==> src/rtl/pong_ball_engine.sv <==
// Pong ball engine: ball position/velocity, serve/play/score FSM, once-per-frame
// wall/paddle/goal resolution and a registered ball-pixel overlay.
module pong_ball_engine #(
   parameter int H_RES        = 640,
   parameter int V_RES        = 480,
   parameter int BALL_SIZE    = 8,
   parameter int PAD_W        = 10,
   parameter int PAD_H        = 90,
   parameter int PAD1_X       = 10,
   parameter int PAD2_X       = 620,
   parameter int SPEED_X      = 2,
   parameter int MAX_DY       = 3,
   parameter int MOVE_DIV     = 1,
   parameter int SERVE_FRAMES = 60
) (
   input  logic       clk_in,
   input  logic       i_rst,
   input  logic       o_active,
   input  logic [9:0] o_x,
   input  logic [8:0] o_y,
   input  logic [8:0] pos_yBarra1,
   input  logic [8:0] pos_yBarra2,
   output logic       pointPlayer1,
   output logic       pointPlayer2,
   output logic       color,
   output logic [9:0] ball_x,
   output logic [8:0] ball_y
);
   localparam int CX  = (H_RES - BALL_SIZE) / 2;
   localparam int CY  = (V_RES - BALL_SIZE) / 2;
   localparam int FCW = (SERVE_FRAMES > 1) ? $clog2(SERVE_FRAMES) : 1;
   localparam int MCW = (MOVE_DIV > 1) ? $clog2(MOVE_DIV) : 1;
   localparam logic signed [10:0] SPD   = 11'(SPEED_X);
   localparam logic signed [10:0] X_MAX = 11'(H_RES - BALL_SIZE);
   localparam logic signed [10:0] Y_MAX = 11'(V_RES - BALL_SIZE);
   localparam logic signed [10:0] ZH    = 11'(PAD_H / 3);
   localparam logic signed [10:0] ZH2   = 11'(2 * (PAD_H / 3));
   localparam logic signed [10:0] HALF  = 11'(BALL_SIZE / 2);

   typedef enum logic [1:0] {SERVE, PLAY, SCORE} state_t;

   state_t            state, state_n;
   logic [9:0]        bx_n;
   logic [8:0]        by_n;
   logic              dir, dir_n;        // 1 = moving right
   logic signed [3:0] dy, dy_n, dy_abs, mag;
   logic [FCW-1:0]    fcnt, fcnt_n;
   logic [MCW-1:0]    mcnt, mcnt_n;
   logic [15:0]       lfsr;
   logic              p1_n, p2_n, color_n, frame_tick;
   logic              hit1, hit2, hit;
   logic [10:0]       bl, br, bt, bb, py1, py2;
   logic [8:0]        py;
   logic signed [10:0] nx, ny, zd;

   assign frame_tick = (o_x == 10'(H_RES - 1)) && (o_y == 9'(V_RES - 1));

   // Ball box edges in 11 bits so the +size terms never overflow.
   assign bl  = {1'b0, ball_x};
   assign br  = bl + 11'(BALL_SIZE - 1);
   assign bt  = {2'b0, ball_y};
   assign bb  = bt + 11'(BALL_SIZE - 1);
   assign py1 = {2'b0, pos_yBarra1};
   assign py2 = {2'b0, pos_yBarra2};

   assign hit1 = !dir && (bl <= 11'(PAD1_X + PAD_W - 1)) && (br >= 11'(PAD1_X)) &&
                 (bt <= py1 + 11'(PAD_H - 1)) && (bb >= py1);
   assign hit2 = dir && (bl <= 11'(PAD2_X + PAD_W - 1)) && (br >= 11'(PAD2_X)) &&
                 (bt <= py2 + 11'(PAD_H - 1)) && (bb >= py2);
   assign hit  = hit1 || hit2;

   // Negative zone offsets fall below ZH and so clamp to zone 0.
   assign py     = hit1 ? pos_yBarra1 : pos_yBarra2;
   assign zd     = $signed(bt) + HALF - $signed({2'b0, py});
   assign mag    = 4'(1 + (int'(lfsr[1:0]) % MAX_DY));
   assign dy_abs = dy[3] ? -dy : dy;
   assign nx     = dir ? $signed(bl) + SPD : $signed(bl) - SPD;
   assign ny     = $signed(bt) + $signed({{7{dy[3]}}, dy});

   assign color_n = o_active && ({1'b0, o_x} >= bl) && ({1'b0, o_x} <= br) &&
                    ({2'b0, o_y} >= bt) && ({2'b0, o_y} <= bb);

   always_comb begin
      state_n = state;
      bx_n    = ball_x;
      by_n    = ball_y;
      dir_n   = dir;
      dy_n    = dy;
      fcnt_n  = fcnt;
      mcnt_n  = mcnt;
      p1_n    = 1'b0;
      p2_n    = 1'b0;
      case (state)
         SERVE: begin
            bx_n = 10'(CX);
            by_n = 9'(CY);
            dy_n = '0;
            if (frame_tick) begin
               if (fcnt == FCW'(SERVE_FRAMES - 1)) begin
                  state_n = PLAY;
                  fcnt_n  = '0;
                  mcnt_n  = '0;
               end else begin
                  fcnt_n = fcnt + 1'b1;
               end
            end
         end
         PLAY: begin
            if (frame_tick) begin
               if (mcnt != MCW'(MOVE_DIV - 1)) begin
                  mcnt_n = mcnt + 1'b1;
               end else begin
                  mcnt_n = '0;
                  if (hit) begin
                     dir_n = ~dir;
                     dy_n  = (zd < ZH) ? -mag : (zd < ZH2) ? 4'sd0 : mag;
                  end else if (nx <= 11'sd0) begin
                     state_n = SCORE;
                     p2_n    = 1'b1;
                  end else if (nx >= X_MAX) begin
                     state_n = SCORE;
                     p1_n    = 1'b1;
                  end else begin
                     bx_n = nx[9:0];
                     if (ny < 11'sd0) begin
                        by_n = '0;
                        dy_n = dy_abs;
                     end else if (ny > Y_MAX) begin
                        by_n = Y_MAX[8:0];
                        dy_n = -dy_abs;
                     end else begin
                        by_n = ny[8:0];
                     end
                  end
               end
            end
         end
         SCORE: begin
            // Next serve heads toward the scorer's side: right if player 2 scored.
            bx_n    = 10'(CX);
            by_n    = 9'(CY);
            dy_n    = '0;
            dir_n   = pointPlayer2;
            fcnt_n  = '0;
            mcnt_n  = '0;
            state_n = SERVE;
         end
         default: state_n = SERVE;
      endcase
   end

   always_ff @(posedge clk_in or posedge i_rst) begin
      if (i_rst) begin
         state        <= SERVE;
         ball_x       <= 10'(CX);
         ball_y       <= 9'(CY);
         dir          <= 1'b1;
         dy           <= '0;
         fcnt         <= '0;
         mcnt         <= '0;
         lfsr         <= 16'hACE1;
         pointPlayer1 <= 1'b0;
         pointPlayer2 <= 1'b0;
         color        <= 1'b0;
      end else begin
         state        <= state_n;
         ball_x       <= bx_n;
         ball_y       <= by_n;
         dir          <= dir_n;
         dy           <= dy_n;
         fcnt         <= fcnt_n;
         mcnt         <= mcnt_n;
         lfsr         <= {lfsr[14:0], lfsr[15] ^ lfsr[13] ^ lfsr[12] ^ lfsr[10]};
         pointPlayer1 <= p1_n;
         pointPlayer2 <= p2_n;
         color        <= color_n;
      end
   end
endmodule

==> config.mk <==
export PLATFORM = sky130hd
export DESIGN_NAME = pong_ball_engine
export DESIGN_NICKNAME = d
export VERILOG_FILES = /design/src/rtl/pong_ball_engine.sv
export SDC_FILE = /design/constraint.sdc
export NUM_CORES = 1
export LEC_CHECK = 0
export ABC_AREA = 1
export ABC_CLOCK_PERIOD_IN_PS = 6220
export BUFFER_PORTS_ARGS = -buffer_cell sky130_fd_sc_hd__buf_2
export CAP_MARGIN = 15
export CORE_UTILIZATION = 35
export CTS_BUF_LIST = sky130_fd_sc_hd__clkbuf_4 sky130_fd_sc_hd__clkbuf_8 sky130_fd_sc_hd__clkbuf_16
export DETAILED_ROUTE_END_ITERATION = 7
export GPL_ROUTABILITY_DRIVEN = 0
export PLACE_DENSITY = 0.53
export REMOVE_ABC_BUFFERS = 1
export SETUP_SLACK_MARGIN = 0.05
export SYNTH_ARGS = -nofsm -noshare
export SYNTH_HDL_FRONTEND = slang
export SYNTH_SLANG_ARGS = --single-unit
==> constraint.sdc <==
create_clock -name clk_in -period 6.22 [get_ports clk_in]
set_clock_uncertainty 0.05 [all_clocks]
set_input_delay 1.555 -clock clk_in [delete_from_list [all_inputs] [get_ports clk_in]]
set_output_delay 1.555 -clock clk_in [all_outputs]
set_load 0.02 [all_outputs]
==> flow_summary.ini <==
[grt]
grt_pass1_vias = 6129
grt_overflow_total = 0
grt_pass1_wl_mm = 30.2
antenna_found_initial = 0
grt.total_usage = 0.187
grt_max_degree = 51

[timing]
hold_violations = 0
rsz0062_at_grt = no
timing.slew.headroom = 0.320
final.min_clock_period_ns = 5.65
fin_crit_sh = 0.908
final_max_slew_viol_count = 0
timing.fmax_mhz = 177
tightest_slew_ns = 1.02
finalSetupTns_ns = 0
setup_viol = 0

[floorplan]
io_pins = 62
core_area_sq_mm = 0.0194
die_x_microns = 142
die_h_microns = 142
die-area_sq_mm = 0.0203
start_util = 0.356
row_count = 51

[setup_path]
worstPathMaxFanout = 13
path_buf_inv = 2
end_kind = register
cp.required_ns = 6.36
cp_top_family = simple AND/OR/NAND/NOR gates
slowest_stage = fa_1
startpoint_type = input port
cpPeakStageDelay_ns = 0.42
critical_path_class = in2reg
cp_data_arrival_time_ns = 5.79
path_common_cell = nand2_1

[worst_hold_path]
hp-class = reg2reg

[job]
maxCapViolations = 0

[placement]
dpl.hpwl_mm = 14.6
placedCellCount = 1349
dpl-instance-area_sq_mm = 0.00747
port_buffers = 60

[final_layout]
nNetsFinal = 1253
layout-drive-gt1-share = 0.123
finish.instance_area_sq_mm = 0.00766
final_cell_mix = 289 x nand2_1, 153 x inv_1, 117 x ha_1
syn2layout_area_growth_pct = 11.0
insertedDiodeCount = 0
final_common_cell = nand2_1
fin_cells = 1358

[drt]
drcViolationCount = 0
via_per_inst = 4.74
ant_nets = 0
drt_iter0_drc = 240
wl_per_cell_microns = 13.2
drt_pre_antenna_iters = 4
vias = 6436
postRouteWirelength_mm = 17.9

[cts]
cts_made_buffers = 5
cts_max_level = 2
path_clk_slew_ns = 0.07
cts_tree = built
worstSkewPairLatency_ns = 0.30
clockRootBuffer = clkbuf_16
cts_sinks = 50
cts-hold-fix-buffers = 0
clockBufferDepth = 2

[power_and_ir_drop]
total_power_uw = 781
power-per-cell-area_mw_per_mm2 = 102
vdd.ir_drop.worst_v = 0.000128
p_leak_uw = 0.00427

[synth]
synthCells = 1032
synthFlopType = dfrtp_1
synth_edf_count = 0
async_flop_share = 1.00
synth_cell_types = 48
ys_ff_latch = 50
syn_area_sq_mm = 0.00690
seq_area_frac_synth = 0.185
yosys_warnings = 0
avgSynthCellArea_sq_um = 6.69

[run_status]
status = finished clean
## through the flow
stage          hold WS (ns)  setup slack, ns  utilization
2_1_floorplan         0.281            0.678            -
3_3_place_gp          0.286            0.172        0.385
3_5_place_dp          0.287           0.0494        0.385
4_1_cts               0.305            0.362        0.393
5_1_grt               0.311           0.0835        0.395
6_report              0.302            0.575        0.395
## state kept, by name, summed over array words and instances, names as in the netlist
register / flops
state: 2
lfsr: 16
fcnt: 6
dir: 1
ball_x: 9
pointPlayer1: 1
dy: 4
color: 1
ball_y: 9
pointPlayer2: 1
## what timing repair did
item,4_1_cts,5_1_grt
setup buffers,0,0
resized for setup,0,7
endpoints found under the setup margin,0,4
## final timing paths
path                       depth (start not counted)  slack (ns)                    end                   from
max reg2reg                                       33        1.09      dy[1]$_DFFE_PP0P_  ball_y[2]$_DFFE_PP1P_
min in group asynchronous                          2        1.09      lfsr[9]$_DFF_PP0_                  i_rst
min                                                0        0.30     lfsr[10]$_DFF_PP1_      lfsr[9]$_DFF_PP0_
max in group asynchronous                          3        4.50  ball_y[7]$_DFFE_PP1P_                  i_rst
min reg2reg                                        0        0.30     lfsr[10]$_DFF_PP1_      lfsr[9]$_DFF_PP0_
max                                               31        0.57      dy[1]$_DFFE_PP0P_         pos_yBarra1[0]
## kinds of logic after synthesis
kind of cell | Yosys count | synth area share
other cells | 1 | 0.000543
compound gates | 116 | 0.0964
fa+ha+maj | 121 | 0.224
buf+inv | 172 | 0.102
simple gates | 543 | 0.356
flops | 50 | 0.185
xor+xnor | 29 | 0.0368
## final cells by class
cell class,instances,area (sq um)
Clock buffer,5,125
Clock inverter,3,28.8
Sequential cell,50,1270
Inverter,159,597
Multi-Input combinational cell,810,4940
Fill cell,2154,11700
Timing Repair Buffer,66,362
Tap cell,265,332
## Yosys cell counts, types with 5 or more instances
| library cell | count | area, sq um |
|---|---|---|
| inv_1 | 154 | 578 |
| dfrtp_1 | 31 | 776 |
| nand3_1 | 93 | 465 |
| nor4_1 | 7 | 43.8 |
| nand2_1 | 289 | 1080 |
| o21a_1 | 6 | 45.0 |
| o21ai_0 | 40 | 200 |
| o21bai_1 | 8 | 60.1 |
| xor2_1 | 23 | 201 |
| dfstp_2 | 19 | 499 |
| nand3b_1 | 10 | 75.1 |
| a21oi_1 | 43 | 215 |
| ha_1 | 117 | 1460 |
| nand3_2 | 9 | 90.1 |
| nor3_1 | 9 | 45.0 |
| nor2_1 | 83 | 312 |
| o211ai_1 | 5 | 37.5 |
| nor2_2 | 5 | 31.3 |
| inv_2 | 5 | 18.8 |
| nand4_1 | 19 | 119 |
| xnor2_1 | 6 | 52.6 |
## power breakdown
part / total, uW / switching [uW] / leakage (uW) / internal [uW]
clock: 290 / 135 / 0.0000763 / 154
sequential: 326 / 0.0516 / 0.000610 / 326
combinational: 166 / 99.9 / 0.00358 / 65.9
## routing by layer
layer	track usage	vias to the layer above	share of wire
li1	-	3489	-
met1	0.253	2855	0.51
met2	0.326	80	0.46
met3	0.0148	12	0.024
met4	0.0362	0	0.012
met5	0	-	0
Note: power is estimated with default switching activity, not from simulation.
